[config.mk]
export PLATFORM = sky130hd
export DESIGN_NAME = cache_arbiter
export DESIGN_NICKNAME = d
export VERILOG_FILES = /design/src/rtl/cache_arbiter.sv
export SDC_FILE = /design/constraint.sdc
export NUM_CORES = 1
export LEC_CHECK = 0
export ABC_AREA = 1
export BUFFER_PORTS_ARGS = -buffer_cell sky130_fd_sc_hd__buf_2
export CAP_MARGIN = 25
export CORE_AREA = 2 2 273 275
export CTS_BUF_LIST = sky130_fd_sc_hd__clkbuf_8
export DETAILED_ROUTE_END_ITERATION = 12
export DIE_AREA = 0 0 275 277
export PLACE_DENSITY_LB_ADDON = 0.05
export SYNTH_ARGS = -nofsm -noshare
export SYNTH_HDL_FRONTEND = slang
export SYNTH_SLANG_ARGS = --single-unit
[constraint.sdc]
create_clock -name clk -period 1.8 [get_ports clk]
set_input_delay 0.54 -clock clk [delete_from_list [all_inputs] [get_ports clk]]
set_output_delay 0.54 -clock clk [all_outputs]
set_load 0.05 [all_outputs]
[src/rtl/cache_arbiter.sv]
// Two-way arbiter sharing one L2 port between the instruction and data caches.
// Round-robin on ties, direct hand-over on ack when the other side waits, watchdog abort.
module cache_arbiter #(
    parameter int unsigned TIMEOUT = 255
) (
    input  logic         clk,
    input  logic         reset_n,
    input  logic         icache_cyc,
    input  logic         icache_stb,
    input  logic         icache_we,
    input  logic [15:0]  icache_adr,
    input  logic [127:0] icache_wdata,
    input  logic         dcache_cyc,
    input  logic         dcache_stb,
    input  logic         dcache_we,
    input  logic [15:0]  dcache_adr,
    input  logic [127:0] dcache_wdata,
    input  logic         l2_ack,
    input  logic [127:0] l2_rdata,
    output logic         l2_cyc,
    output logic         l2_stb,
    output logic         l2_we,
    output logic [15:0]  l2_adr,
    output logic [127:0] l2_wdata,
    output logic         icache_ack,
    output logic         dcache_ack,
    output logic         icache_err,
    output logic         dcache_err,
    output logic [127:0] rdata,
    output logic         grant_i,
    output logic         grant_d
);

    typedef enum logic [1:0] {
        IDLE    = 2'd0,
        GRANT_I = 2'd1,
        GRANT_D = 2'd2
    } state_e;

    localparam logic [7:0] WDOG_LAST = 8'(TIMEOUT - 1);

    state_e     state_q;
    logic       last_grant_q;  // 0 = I was served last, 1 = D
    logic [7:0] wdog_q;

    logic req_i;
    logic req_d;
    logic in_i;
    logic in_d;
    logic wdog_hit;

    assign req_i    = icache_cyc & icache_stb;
    assign req_d    = dcache_cyc & dcache_stb;
    assign in_i     = (state_q == GRANT_I);
    assign in_d     = (state_q == GRANT_D);
    assign wdog_hit = (wdog_q == WDOG_LAST);

    always_ff @(posedge clk or negedge reset_n) begin
        if (!reset_n) begin
            state_q      <= IDLE;
            last_grant_q <= 1'b1;
            wdog_q       <= 8'd0;
        end else begin
            case (state_q)
                IDLE: begin
                    wdog_q <= 8'd0;
                    if (req_i && (!req_d || last_grant_q)) begin
                        state_q <= GRANT_I;
                    end else if (req_d) begin
                        state_q <= GRANT_D;
                    end
                end
                GRANT_I: begin
                    // Ack takes precedence over both abort and timeout.
                    if (l2_ack) begin
                        last_grant_q <= 1'b0;
                        wdog_q       <= 8'd0;
                        state_q      <= req_d ? GRANT_D : IDLE;
                    end else if (!icache_cyc) begin
                        state_q <= IDLE;
                    end else if (wdog_hit) begin
                        last_grant_q <= 1'b0;
                        state_q      <= IDLE;
                    end else if (wdog_q != 8'hFF) begin
                        wdog_q <= wdog_q + 8'd1;
                    end
                end
                GRANT_D: begin
                    if (l2_ack) begin
                        last_grant_q <= 1'b1;
                        wdog_q       <= 8'd0;
                        state_q      <= req_i ? GRANT_I : IDLE;
                    end else if (!dcache_cyc) begin
                        state_q <= IDLE;
                    end else if (wdog_hit) begin
                        last_grant_q <= 1'b1;
                        state_q      <= IDLE;
                    end else if (wdog_q != 8'hFF) begin
                        wdog_q <= wdog_q + 8'd1;
                    end
                end
                default: begin
                    state_q <= IDLE;
                    wdog_q  <= 8'd0;
                end
            endcase
        end
    end

    // The granted side's bus is passed straight through; IDLE drives zeros.
    always_comb begin
        l2_cyc   = 1'b0;
        l2_stb   = 1'b0;
        l2_we    = 1'b0;
        l2_adr   = '0;
        l2_wdata = '0;
        if (in_i) begin
            l2_cyc   = icache_cyc;
            l2_stb   = icache_stb;
            l2_we    = icache_we;
            l2_adr   = icache_adr;
            l2_wdata = icache_wdata;
        end else if (in_d) begin
            l2_cyc   = dcache_cyc;
            l2_stb   = dcache_stb;
            l2_we    = dcache_we;
            l2_adr   = dcache_adr;
            l2_wdata = dcache_wdata;
        end
    end

    assign icache_ack = in_i & l2_ack;
    assign dcache_ack = in_d & l2_ack;
    assign icache_err = in_i & ~l2_ack & icache_cyc & wdog_hit;
    assign dcache_err = in_d & ~l2_ack & dcache_cyc & wdog_hit;
    assign rdata      = l2_rdata;
    assign grant_i    = in_i;
    assign grant_d    = in_d;

endmodule

==> impl_metrics.ini <==
[worst_setup_path]
r2r-start = state_q[1]$_DFFE_PN0P_
crit_chain = ha_4 -> inv_12 -> buf_16 -> nand3_1 -> nand2_4 -> buf_6
reg2reg_slack_ns = 0.02
critPathRequiredTime_ns = 1.26
critPathSlowestCell = dfrtp_2
arrival_ns = 1.74
crit_path_max_incr_delay_ns = 0.44
critical_path_class = reg2out
cp_max_fo = 33
worstSetupStartpoint = state_q[0]$_DFFE_PN0P_
start_kind = register
crit_path_end_kind = primary output

[route]
drt_iter0_drc = 169
routedWlPerCell_um = 15.7
vias = 6196
ant_nets = 0
via_per_inst = 2.96
firstDrtPassIters = 4
drc = 0
wl_um = 33000

[sta]
rsz0062_at_grt = yes
worst_slack_ns = -0.476
max_freq_ghz = 0.439
setup_violations = 153
drv_slew = 0
tightest_slew_ns = 0.327
skew_ns = 0.00107
fin_tns_setup_ns = -62.72
final_hold_viol_count = 0
fin_crit_ns = 2.28
period_share_pct = 126
max_slew_margin_pct = 78.2

[global_routing]
grt_max_degree = 34
grt_usage_pct = 7.81
antenna_found_initial = 14
grt_first_pass_wirelength_um = 43800
overflow = 0
grt_pass1_vias = 6270

[final_layout]
fill_cells = 8412
multi_input_area_um2 = 4080
syn2layout_area_growth_pct = 176
fin_nets = 1558
drive_above_1_share_pct = 71.6
seq_area_um2 = 278

[yosys]
yosysSeqAreaShare_pct = 7.10
synth_compound_area_share_pct = 1.67
ys_ff_latch = 11
syn-instance-count = 750
synth_xor_area_share_pct = 0.450
syn_area_um2 = 3890
post_synth.cell_area_avg_um2 = 5.19
yosysWarnings = 0
synthTopCellsByCount = nand2_1 (340), nand3_1 (161), buf_4 (128)
synth_top_family_by_area = simple AND/OR/NAND/NOR gates
synthArstFlopShare_pct = 100
synth_mux_area_share_pct = 0
yosysTopAreaCellShare_pct = 32.8
yosys.area_share.simple_pct = 56.3
synthDistinctLibCells = 24
yosys.area.top_type = nand2_1
synth-main-ff-cell = dfrtp_1
synthAdderAreaFrac_pct = 1.93
synthesis.nets = 1181
synth_most_common_cell = nand2_1
synth.area.top_cells = nand2_1 (33%), buf_4 (25%), nand3_1 (21%), dfrtp_1 (6.4%), buf_2 (3.6%)
synth_edf_count = 0

[power_and_ir_drop]
finalPower_mw = 20.8
pwr-share-comb_pct = 97.1
ir_worst_vdd_mv = 0.746
leakagePower_nw = 4.86
clkPwrFrac_pct = 1.3
p_per_area_nw_per_um2 = 1930
intPower_mw = 8.73
power_frac_seq_pct = 1.6
switchingPower_mw = 12.0
switching_share_pct = 57.9

[floorplanning]
coreArea_um2 = 73600
io_pins = 706
die_y_um = 277
initial_core_util_pct = 5.29
die_w_um = 275
rows = 100
dieArea_um2 = 76200

[placement]
dp_hpwl_um = 26800
io_buffers = 449
place_congestion = 0.694

[cts]
clkSlewWorstSetupHoldPaths_ns = 0.06
clk_path_buf_depth = 2
clk_latency_ns = 0.25
cts_tree = done
clock_sinks = 11
ctsHoldBuffers = 0
htree_levels = 1
numCtsBuffers = 3
root_buffer = clkbuf_8

[run]
maxCapViolations = 0

[min_path]
hold_path_class = in2async

[outcome]
status = complete, but fails checks
violations = negative setup slack
[critical path: cells and delay by family, from the launching register on]
| kind | cells | cell delay [ns] |
|---|---|---|
| buffers and inverters | 3 | 0.50 |
| DFF | 1 | 0.44 |
| and+or+nand+nor | 2 | 0.26 |
| adders and majority gates | 1 | 0.23 |
[path summary, 6_finish.rpt]
path / to / cells past startpoint
max: l2_wdata[109] / 6
min: state_q[1]$_DFFE_PN0P_ / 1
max reg2reg: wdog_q[0]$_DFFE_PN0P_ / 11
min reg2reg: last_grant_q$_DFFE_PN1P_ / 2
max in group asynchronous: last_grant_q$_DFFE_PN1P_ / 1
min in group clk: last_grant_q$_DFFE_PN1P_ / 2
[per-layer routing]
metal	global-route usage (%)	vias up	part of all wire, %
met5	0	-	0.49
met2	13.7	359	49
met3	3.75	36	12
li1	-	3012	-
met4	0.762	24	0.83
met1	8.72	2765	38
[cell families after synthesis]
kind of cell	count (synthesis)
simple gates	523
xor+xnor	2
buf+inv	198
flops	11
compound gates	10
fa+ha+maj	6
[cell usage in the layout, fill, tap and decap left out, drive strengths merged]
cell | netlist | routed
nand4 | 3 | 3
buf | 158 | 545
o22ai | 1 | 1
nand2 | 343 | 343
nand3 | 161 | 161
xor2 | 2 | 2
a21oi | 1 | 1
clkbuf | 20 | 8
dfrtp | 10 | 10
o21ai | 8 | 8
ha | 6 | 6
inv | 20 | 19
clkinvlp | 0 | 2
nor2b | 1 | 1
dfstp | 1 | 1
nor3 | 4 | 4
diode | 0 | 1
nor2 | 11 | 11
[state kept, by name (all words and copies together), names as in the netlist]
signal / cells
wdog_q: 8
state_q: 2
last_grant_q: 1
[cell type report]
type / instances / area share [%]
clock inverter: 1 / 0.0349
timing repair buffer: 550 / 46.9
tap: 969 / 11.3
sequential: 11 / 2.58
clock buffer: 3 / 0.384
multi-input combinational: 541 / 37.9
inverter: 20 / 0.885
antenna: 1 / 0.0233
[what timing repair did]
| item | 4_1_cts | 5_1_grt |
|---|---|---|
| pin swaps | 14 | 24 |
| endpoints found under the hold margin | 0 | 0 |
| resized for setup | 259 | 136 |
| endpoints found under the setup margin | 161 | 163 |
| cloned | 5 | 5 |
| buffers inserted | 7 | 7 |
[per-stage QoR]
step | cells | hold slack [ns] | cell area (um2) | utilization, % | worst slack [ns]
global placement | 2069 | 0.464 | 8940 | 12.2 | -0.375
floorplan | 750 | 0.244 | 5370 | - | -0.396
finish | 2096 | 0.181 | 10700 | 14.6 | -0.476
CTS | 2085 | 0.194 | 10000 | 13.6 | -0.540
global route | 2096 | 0.200 | 10700 | 14.6 | -0.569
detailed placement | 2069 | 0.467 | 8940 | 12.2 | -0.380
[power groups by stage]
stage	logic, mW	registers [mW]	clock network, mW
2_1_floorplan	11.5	0.337	0
3_3_place_gp	16.9	0.328	0
3_5_place_dp	16.7	0.326	0
4_1_cts	19.3	0.324	0.291
5_1_grt	21.3	0.332	0.300
6_report	20.2	0.327	0.274
No activity file was read; power rests on OpenSTA's default activity.
